### config.mk
export PLATFORM = sky130hd
export DESIGN_NAME = neuron_mac
export DESIGN_NICKNAME = d
export VERILOG_FILES = /design/src/rtl/autoencoder_pkg.sv /design/src/rtl/fxp_mul.sv /design/src/rtl/neuron_mac.sv
export SDC_FILE = /design/constraint.sdc
export NUM_CORES = 1
export LEC_CHECK = 0
export ABC_CLOCK_PERIOD_IN_PS = 11100
export BUFFER_PORTS_ARGS = -buffer_cell sky130_fd_sc_hd__buf_2
export CAP_MARGIN = 0
export CORE_ASPECT_RATIO = 1.2
export CORE_MARGIN = 3
export CORE_UTILIZATION = 25
export CTS_BUF_LIST = sky130_fd_sc_hd__clkbuf_8
export DETAILED_ROUTE_END_ITERATION = 6
export PLACE_DENSITY_LB_ADDON = 0.3
export SLEW_MARGIN = 20
export SYNTH_ARGS = -nofsm -noshare
export SYNTH_HDL_FRONTEND = slang
export SYNTH_SLANG_ARGS = --single-unit
### constraint.sdc
create_clock -name clk -period 11.1 [get_ports clk]
set_input_delay 0 -clock clk [delete_from_list [all_inputs] [get_ports clk]]
set_output_delay 0 -clock clk [all_outputs]
set_load 0.03 [all_outputs]
### src/rtl/autoencoder_pkg.sv
// Shared definitions for the autoencoder datapath: fixed-point defaults,
// accumulator sizing, MAC state encoding and Q-format limits.
package autoencoder_pkg;

  localparam int NBITS_DEF   = 16;
  localparam int FRAC_DEF    = 8;
  localparam int MAX_LEN_DEF = 64;

  typedef enum logic {
    ACC = 1'b0,
    OUT = 1'b1
  } mac_state_e;

  localparam logic [NBITS_DEF-1:0] Q_MAX_DEF = {1'b0, {(NBITS_DEF-1){1'b1}}};
  localparam logic [NBITS_DEF-1:0] Q_MIN_DEF = {1'b1, {(NBITS_DEF-1){1'b0}}};

  // Headroom of clog2(max_len) bits keeps a full packet of products from overflowing.
  function automatic int acc_width(input int nbits, input int max_len);
    return 2 * nbits + $clog2(max_len);
  endfunction

  function automatic longint q_max(input int nbits);
    return (64'sd1 <<< (nbits - 1)) - 64'sd1;
  endfunction

  function automatic longint q_min(input int nbits);
    return -(64'sd1 <<< (nbits - 1));
  endfunction

endpackage

### src/rtl/fxp_mul.sv
// Combinational signed NBITS x NBITS -> 2*NBITS fixed-point multiplier.
module fxp_mul #(
  parameter int NBITS = 16
) (
  input  logic signed [NBITS-1:0]   a,
  input  logic signed [NBITS-1:0]   b,
  output logic signed [2*NBITS-1:0] p
);

  assign p = a * b;

endmodule

### src/rtl/neuron_mac.sv
// Sequential multiply-accumulate neuron: weighted sum plus bias per packet.
// Define NEURON_MAC_SAT_EN to saturate the final NBITS reduction instead of wrapping.
module neuron_mac
  import autoencoder_pkg::*;
#(
  parameter int NBITS   = NBITS_DEF,
  parameter int FRAC    = FRAC_DEF,
  parameter int MAX_LEN = MAX_LEN_DEF
) (
  input  logic             clk,
  input  logic             rst,
  input  logic             in_valid,
  output logic             in_ready,
  input  logic [NBITS-1:0] in_x,
  input  logic [NBITS-1:0] in_w,
  input  logic             in_last,
  input  logic [NBITS-1:0] bias,
  output logic             out_valid,
  input  logic             out_ready,
  output logic [NBITS-1:0] result,
  output logic             len_err
);

  localparam int ACCW = acc_width(NBITS, MAX_LEN);
  localparam int CNTW = $clog2(MAX_LEN);
  localparam logic [CNTW-1:0] CNT_LAST = CNTW'(MAX_LEN - 1);
  localparam logic [CNTW-1:0] CNT_ONE  = CNTW'(1);

  mac_state_e               state_q, state_d;
  logic signed [ACCW-1:0]   acc_q, acc_d;
  logic [CNTW-1:0]          cnt_q, cnt_d;
  logic [NBITS-1:0]         result_q, result_d;
  logic                     len_err_q, len_err_d;

  logic signed [2*NBITS-1:0] prod_s;
  logic signed [ACCW-1:0]    prod_ext_s;
  logic signed [ACCW-1:0]    bias_ext_s;
  logic signed [ACCW-1:0]    sum_s;
  logic [NBITS-1:0]          reduced_s;
  logic                      last_s;

  fxp_mul #(.NBITS(NBITS)) u_mul (
    .a (in_x),
    .b (in_w),
    .p (prod_s)
  );

  assign prod_ext_s = {{(ACCW-2*NBITS){prod_s[2*NBITS-1]}}, prod_s};
  assign bias_ext_s = {{(ACCW-NBITS-FRAC){bias[NBITS-1]}}, bias, {FRAC{1'b0}}};
  assign sum_s      = acc_q + prod_ext_s + bias_ext_s;
  assign last_s     = in_last || (cnt_q == CNT_LAST);

`ifdef NEURON_MAC_SAT_EN
  localparam logic signed [ACCW-1:0] SAT_MAX = ACCW'(q_max(NBITS));
  localparam logic signed [ACCW-1:0] SAT_MIN = ACCW'(q_min(NBITS));

  logic signed [ACCW-1:0] shifted_s;
  assign shifted_s = sum_s >>> FRAC;

  always_comb begin
    if (shifted_s > SAT_MAX) begin
      reduced_s = {1'b0, {(NBITS-1){1'b1}}};
    end else if (shifted_s < SAT_MIN) begin
      reduced_s = {1'b1, {(NBITS-1){1'b0}}};
    end else begin
      reduced_s = shifted_s[NBITS-1:0];
    end
  end
`else
  // Floor shift then wrap to NBITS is exactly this slice of the sum.
  assign reduced_s = sum_s[NBITS+FRAC-1:FRAC];
`endif

  always_comb begin
    state_d   = state_q;
    acc_d     = acc_q;
    cnt_d     = cnt_q;
    result_d  = result_q;
    len_err_d = len_err_q;
    case (state_q)
      ACC: begin
        if (in_valid) begin
          if (last_s) begin
            // Parking the final sum in acc is harmless: it is cleared on the handshake.
            acc_d     = sum_s;
            result_d  = reduced_s;
            state_d   = OUT;
            len_err_d = len_err_q | ~in_last;
          end else begin
            acc_d = acc_q + prod_ext_s;
            cnt_d = cnt_q + CNT_ONE;
          end
        end else begin
          state_d = ACC;
        end
      end
      OUT: begin
        if (out_ready) begin
          acc_d   = '0;
          cnt_d   = '0;
          state_d = ACC;
        end else begin
          state_d = OUT;
        end
      end
      default: begin
        acc_d   = '0;
        cnt_d   = '0;
        state_d = ACC;
      end
    endcase
  end

  always_ff @(posedge clk or posedge rst) begin
    if (rst) begin
      state_q   <= ACC;
      acc_q     <= '0;
      cnt_q     <= '0;
      result_q  <= '0;
      len_err_q <= 1'b0;
    end else begin
      state_q   <= state_d;
      acc_q     <= acc_d;
      cnt_q     <= cnt_d;
      result_q  <= result_d;
      len_err_q <= len_err_d;
    end
  end

  assign in_ready  = (state_q == ACC);
  assign out_valid = (state_q == OUT);
  assign result    = result_q;
  assign len_err   = len_err_q;

endmodule

After elaboration in Yosys (flattened, before gate mapping)
Cells that the tools add are included.
{ "op_classes": {"reduce_logical": 4, "add_sub_neg": 3, "bitwise_logic": 3, "mux": 12, "mul": 1, "eq_ne": 4} }
{ "ops": {"columns": ["op", "count"], "rows": [
  ["$mux W38", 3],
  ["$pmux W38 S2", 1],
  ["$add A38 B24 Y38", 1],
  ["$add A38 B32 Y38", 1],
  ["$mul A16 B16 Y32", 1],
  ["$mux W6", 3],
  ["$pmux W6 S2", 1],
  ["$add A6 B1 Y6 const B", 1],
  ["$eq A6 B6 Y1 const B", 1],
  ["$ne A2 B2 Y1 const B", 3],
  ["$reduce_and A3 Y1", 2],
  ["$mux W1", 3],
  ["$not A1 Y1", 2],
  ["$pmux W1 S2", 1],
  ["$reduce_and A2 Y1", 1],
  ["$logic_or A1 B1 Y1", 1],
  ["$or A1 B1 Y1", 1]
]} }
{ "totals": {"out_inout_bits": 19, "register_bits": 62} }

Logic depth before layout (Yosys ltp)
Gate-level depths: netlist of run 1.
{ "depth": {"word_depth": 6, "ltp_mapped": 31, "mapped_depth_nobuf": 30} }

Cells and area by module
Synthesis of run 1 repeated with hierarchy kept, for this count alone.
{ "unflattened": {"cells_unflattened": 1540, "hier_area_um2": 13684.4} }
{ "modules_own_cells": {"columns": ["mod", "cells_each", "n_inst", "area_per_inst_um2"], "rows": [
  ["fxp_mul", 1102, 1, 9860.7],
  ["neuron_mac", 438, 1, 3823.7]
]} }

Worst setup path before layout of run 1
No wires, ideal clock.
{ "synth_path": {"path_type": "input to register", "startpoint": "input in_w[6]", "endpoint": "register result_q[15] (netlist: result[15])", "cell_stages": 26, "setup_slack_ps": 4306, "arrival_ps": 6702, "path_buffers": 1, "cell_sequence": "clkbuf_1 and2_1 fa_1 inv_1 fa_1 fa_1 inv_1 fa_1 fa_1 inv_1 fa_1 inv_1 ha_1 or4_4 o221ai_2 or2b_1 a211oi_1 nor2_1 ha_1 o2111a_1 a211oi_1 o31ai_1 o41ai_1 xnor2_1 and3_1 o31ai_2"} }
{ "synth_via": {"elab_chain_cells": 3} }
{ "synth_lines": {"columns": ["item", "line", "rtl"], "rows": [
  ["from (decl)", "neuron_mac.sv:15", "input logic [NBITS-1:0] in_w,"],
  ["$mul A16 B16 Y32", "fxp_mul.sv:10", "assign p = a * b;"],
  ["$add A38 B32 Y38", "neuron_mac.sv:50", "assign sum_s = acc_q + prod_ext_s + bias_ext_s;"],
  ["$add A38 B24 Y38", "neuron_mac.sv:50", null],
  ["to (signal assigned)", "neuron_mac.sv:125", "result_q <= result_d;"],
  ["to (decl)", "neuron_mac.sv:32", "logic [NBITS-1:0] result_q, result_d;"]
]} }
Every way passes these cells.
A chain may end at the register's enable or synchronous reset.

Worst setup path after layout of run 1
{ "layout_path": {"startpoint": "input in_x[6]", "endpoint": "register result_q[15] (netlist: result[15])"} }
{ "layout_via": {"elab_chain_cells": 3} }
{ "layout_lines": {"columns": ["item", "line", "rtl"], "rows": [
  ["from (decl)", "neuron_mac.sv:14", "input logic [NBITS-1:0] in_x,"],
  ["$mul A16 B16 Y32", "fxp_mul.sv:10", null],
  ["$add A38 B32 Y38", "neuron_mac.sv:50", null],
  ["$add A38 B24 Y38", "neuron_mac.sv:50", null]
]} }
Every way passes these cells.

==> results.py, run 1 <==
metrics = {
    "grt": {
        "grt_first_pass_wirelength_um": 49100,
        "grt_pass1_vias": 9053,
        "antenna_found_initial": 0,
        "grt_overflow": 0,
        "grt_max_degree": 49,
        "grt_use_total_pct": 12.9,
    },
    "floorplan": {
        "ios": 72,
        "fp.dieW_um": 200,
        "coreArea_mm2": 0.0441,
        "die_height_um": 238,
        "row_count": 84,
        "initial_core_util_pct": 25.5,
        "die_area_mm2": 0.0476,
    },
    "synth": {
        "synth_seq_cells": 48,
        "avgSynthCellArea_um2": 8.85,
        "async_flop_share_pct": 100,
        "syn_inst": 1271,
        "synth_area_mm2": 0.0112,
        "yosys_warnings": 0,
        "ys_seq_area_share_pct": 10.7,
        "synth.distinct_cells": 60,
        "synth_edf_count": 0,
        "yosys_most_used_dff": "dfrtp_1",
        "synth_fp_nets": 1632,
    },
    "placed_design": {
        "dp.final_hpwl_um": 23900,
        "numPlacedInstances": 1863,
        "gp_congestion": 0.828,
        "port_buffers": 71,
    },
    "cts": {
        "cts_sinks": 48,
        "cts_max_path_buffers": 2,
        "ctsHtreeMaxLevel": 2,
        "root_buffer": "clkbuf_8",
        "clk_pin_slew_ps": 110,
        "cts_tree": "yes",
        "clk_latency_ps": 320,
        "cts_made_buffers": 5,
        "post-cts-setup-buffers": 0,
    },
    "setup_path": {
        "required_ps": 11340,
        "end_kind": "register",
        "path_class": "in2reg",
        "crit_fanout": 16,
        "r2r_slack_ps": 4470,
        "cp.arrival_ps": 7400,
        "start_kind": "primary input",
    },
    "timing": {
        "fin_worst_skew_ps": 18.4,
        "report.final.slew_viol_count": 0,
        "fin_crit_sh_pct": 64.5,
        "timing.fmax_mhz": 140,
        "hold_viol": 0,
        "max_slew_margin_pct": 31.1,
        "rsz0062_at_grt": "false",
        "worst_pin_slew_ps": 1030,
        "period_minus_slack_ps": 7160,
        "setup_viol": 0,
        "tns_ps": 0,
    },
    "finish": {
        "fin_nets": 1675,
        "syn2layout_area_growth_pct": 9.36,
        "drive_gt1_share_pct": 7.68,
        "fin_cells": 1874,
        "diodes": 0,
    },
    "routing": {
        "firstDrtPassIters": 4,
        "drtIter0Drc": 323,
        "wl_um": 27900,
        "viasPerCell": 4.24,
        "drc": 0,
        "vias": 7945,
        "routedWlPerCell_um": 14.9,
        "ant_nets": 0,
    },
    "flow_run": {
        "drv_cap": 0,
    },
    "run_status": {
        "status": "finished, final reports clean",
    },
    "min_path": {
        "hp-class": "in2reg",
    },
}
## synth_stat cells (4+ instances only)
master    count  area, µm²
nand2_1     166        623
o21a_1        6       45.0
a211oi_1      5       37.5
a21oi_1      26        130
inv_1       321       1200
or3_1         5       31.3
dfrtp_1      48       1200
o21ai_0      35        175
and2_1      131        820
nor2_1       27        101
o21bai_1      4       30.0
fa_1        210       4200
nor3_1        7       35.0
xor2_1       15        131
nand3_1      11       55.1
a22o_1        5       43.8
clkbuf_1     34        128
a21o_1       11       82.6
xnor2_1      39        342
or2b_1        5       37.5
mux2i_1      10        100
ha_1         98       1230
## final cells by class
cell class / instances / area [µm²]
Fill cell: 4712 / 31800
Multi-Input combinational cell: 861 / 8690
Inverter: 321 / 1200
Sequential cell: 48 / 1200
Tap cell: 559 / 699
Timing Repair Buffer: 77 / 408
Clock buffer: 6 / 82.6
Clock inverter: 2 / 13.8
## cells by family after synthesis
family	synth area share, %
XOR/XNOR	4.69
buffers and inverters	12.1
flip-flops	10.7
AO/OA/AOI/OAI	7.56
multiplexers	0.890
adder cells (fa/ha/maj)	48.3
AND/OR/NAND/NOR	15.8
## repair_timing
action                                  in CTS  in global routing
gates resized for setup                      0                  0
hold buffers                                 3                  0
endpoints found under the setup margin       0                  0
endpoints found under the hold margin       52                  0
## routing by layer
layer	track usage, %	share of wire (%)	wire length, µm
met1	19.1	50	14000
met2	20.8	46	12800
met3	0.974	2.6	738
met4	2.39	1.3	370
met5	0	0	0
## metrics by stage
| stage | cell area (µm²) | hold WS (ps) | utilization, % | worst slack, ps |
|---|---|---|---|---|
| floorplan | 11200 | 90.7 | - | 4310 |
| global placement | 12200 | 248 | 27.6 | 3670 |
| detailed placement | 12200 | 257 | 27.6 | 3620 |
| CTS | 12300 | 40.8 | 27.9 | 3950 |
| global route | 12300 | 70.9 | 27.9 | 3540 |
| finish | 12300 | 61.7 | 27.9 | 3940 |
## placed cells by master, fill, tap and decap left out, drive strengths merged, types with 2 or more instances in the layout
cell type    netlist  final
a221o              2      2
buf                7     74
ha                98     98
inv              321    322
a211oi             6      6
o22ai              2      2
o21bai             4      4
o21a               6      6
a41oi              3      3
xnor2             41     41
a21o              12     12
nor2              27     27
and2             131    131
or3                5      5
clkbuf            34      6
or2                2      2
nor2b              4      4
nand2            166    166
dlygate4sd3        0      3
a21oi             28     28
a31oi              2      2
or2b               5      5
nand3             11     11
mux2i             10     10
o31ai              3      3
dfrtp             48     48
o21ai             38     38
nor3               7      7
a22o               5      5
fa               210    210
xor2              15     15
## flip-flops by register name (all words and copies together) (netlist names)
name and flops:
out_valid 1, len_err 1, cnt_q 6, acc_q 24, result 16
## worst max-delay path, cell delays in order
cell,delay (ps)
buf_2,220
and2_1,230
fa_1,530
inv_1,50
fa_1,500
fa_1,520
inv_1,50
fa_1,470
fa_1,570
inv_1,60
fa_1,530
inv_1,40
ha_1,260
or4_4,510
o221ai_2,170
or2b_1,250
a211oi_1,250
nor2_1,100
ha_1,370
o2111a_1,190
a211oi_1,320
o31ai_1,190
o41ai_1,380
xnor2_1,170
and3_1,220
o31ai_2,210
## worst paths after layout
path | start | end | cells past startpoint
worst max-delay path | in_x[6] | result[15] | 26
worst min register to register | result[12] | result[12] | 2
max in group asynchronous | rst | acc_q[1] | 4
worst max register to register | acc_q[9] | result[15] | 23
worst min-delay path | bias[0] | result[0] | 4
min in group asynchronous | rst | result[15] | 4
Power of run 1 is left out: the tool's default activity adds up to more than one toggle a clock period on the data nets, which glitch-free logic cannot reach.
==> run 2, diff against run 1 <==
- ABC_CLOCK_PERIOD_IN_PS: 11100 -> 6480
- clock period: 11.1 -> 6.48 ns (I/O delays scaled with it)
==> results.py, run 2 (synthesized netlist as in run 1, its figures left out) <==
metrics = {
    "grt": {
        "antenna_found_initial": 0,
        "grt_overflow": 0,
        "grt_first_pass_wirelength_um": 49800,
        "grt_max_degree": 49,
        "grt_pass1_vias": 9365,
        "grt_use_total_pct": 13.1,
    },
    "setup_path": {
        "path_class": "in2reg",
        "ff2ff_path_depth": 25,
        "end_kind": "register",
        "cp.arrival_ps": 6660,
        "r2r_end": "result[15]",
        "path_depth": 26,
        "cpMostUsedCell": "fa_1",
        "required_ps": 6720,
        "cp_slowest_cell": "fa_1",
        "r2r_slack_ps": 240,
        "crit_buf_inv": 5,
        "crit_fanout": 5,
        "critPathLaunch": "in_w[6]",
        "cpPeakStageDelay_ps": 540,
        "rr_startpoint": "acc_q[8]",
        "start_kind": "primary input",
        "path_delay_family": "adder cells",
        "worstSetupEndpoint": "result[15]",
    },
    "routing": {
        "firstDrtPassIters": 4,
        "viasPerCell": 4.21,
        "wl_um": 29500,
        "drc": 0,
        "vias": 8457,
        "ant_nets": 0,
        "drtIter0Drc": 263,
        "routedWlPerCell_um": 14.7,
    },
    "floorplan": {
        "coreArea_mm2": 0.0441,
        "fp.dieW_um": 200,
        "die_height_um": 238,
        "die_area_mm2": 0.0476,
        "initial_core_util_pct": 25.5,
        "ios": 72,
        "row_count": 84,
    },
    "finish": {
        "largest_reg_flops": 24,
        "layout_common_cells": "inv_1 (311), fa_1 (205), nand2_1 (165), buf_4 (137), and2_1 (116)",
        "fin_cells": 2008,
        "diodes": 0,
        "drive_gt1_share_pct": 21.5,
        "final_common_cell": "inv_1",
        "seqCellArea_mm2": 0.00120,
        "fin_nets": 1809,
        "largest_register": "acc_q",
        "fillCellCount": 4660,
        "syn2layout_area_growth_pct": 23.4,
        "multi_input_area_mm2": 0.00911,
    },
    "flow_run": {
        "drv_cap": 0,
    },
    "placed_design": {
        "numPlacedInstances": 1982,
        "gp_congestion": 0.846,
        "port_buffers": 71,
        "dp.final_hpwl_um": 25800,
    },
    "cts": {
        "clk_pin_slew_ps": 100,
        "cts_made_buffers": 5,
        "ctsHtreeMaxLevel": 2,
        "root_buffer": "clkbuf_8",
        "cts_max_path_buffers": 2,
        "cts_sinks": 48,
        "clk_latency_ps": 330,
        "cts_tree": "yes",
    },
    "timing": {
        "timing.fmax_mhz": 156,
        "report.final.slew_viol_count": 0,
        "rsz0062_at_grt": "true",
        "hold_viol": 0,
        "worst_pin_slew_ps": 1010,
        "fin_crit_sh_pct": 98.9,
        "period_minus_slack_ps": 6410,
        "whs_ps": 78.8,
        "fin_worst_skew_ps": 16.6,
        "max_slew_margin_pct": 32.1,
        "setup_viol": 0,
    },
    "min_path": {
        "hp-class": "in2reg",
        "whs_path_depth": 4,
    },
    "run_status": {
        "status": "finished, final reports clean",
    },
}
==> run 2: cell type report <==
class | count | share of cell area, %
clock buffer | 6 | 0.595
multi-input combinational | 861 | 65.6
clock inverter | 2 | 0.279
sequential | 48 | 8.65
inverter | 321 | 8.68
tap | 559 | 5.04
timing repair buffer | 211 | 11.1
==> run 2: repair_timing <==
item                                    in CTS  in global routing
setup buffers                                3                 10
endpoints found under the setup margin       6                 13
hold buffers                                 3                  0
hold endpoints to repair                    52                  0
cloned                                       0                  1
resized for setup                           43                 71
pin swaps                                   30                 41
==> run 2: through the flow <==
stage               cell area (µm²)  setup TNS [ps]  utilization, %  worst slack, ps
finish                        13900               0            31.5             68.4
global route                  13900            -541            31.5             -195
CTS                           13500           -5.01            30.5            -5.01
detailed placement            13100           -4160            29.8             -596
global placement              13100           -3790            29.8             -510
floorplan                     11400           -48.3               -            -25.0
==> run 2: worst min-delay path by stage <==
| stage | startpoint | to | slack (ps) |
|---|---|---|---|
| 2_1_floorplan | out_ready | cnt_q[3] | 90 |
| 3_3_place_gp | rst | acc_q[0] | 210 |
| 3_5_place_dp | rst | acc_q[1] | 210 |
| 4_1_cts | bias[0] | result[0] | 50 |
| 5_1_grt | bias[0] | result[0] | 100 |
| 6_report | bias[0] | result[0] | 80 |
==> run 2: routing by layer <==
layer	share of wire (%)	GRT usage, %	vias up
li1	-	-	4129
met1	46	18.1	4200
met2	49	22.4	97
met3	1.4	0.720	31
met4	2.7	3.38	0
met5	0	0	-
==> run 2: tightest hold or removal path: stages <==
cell	delay (ps)
buf_2	80
ha_1	170
nand2_1	70
nand2_1	60
Power of run 2 is left out for the same reason.
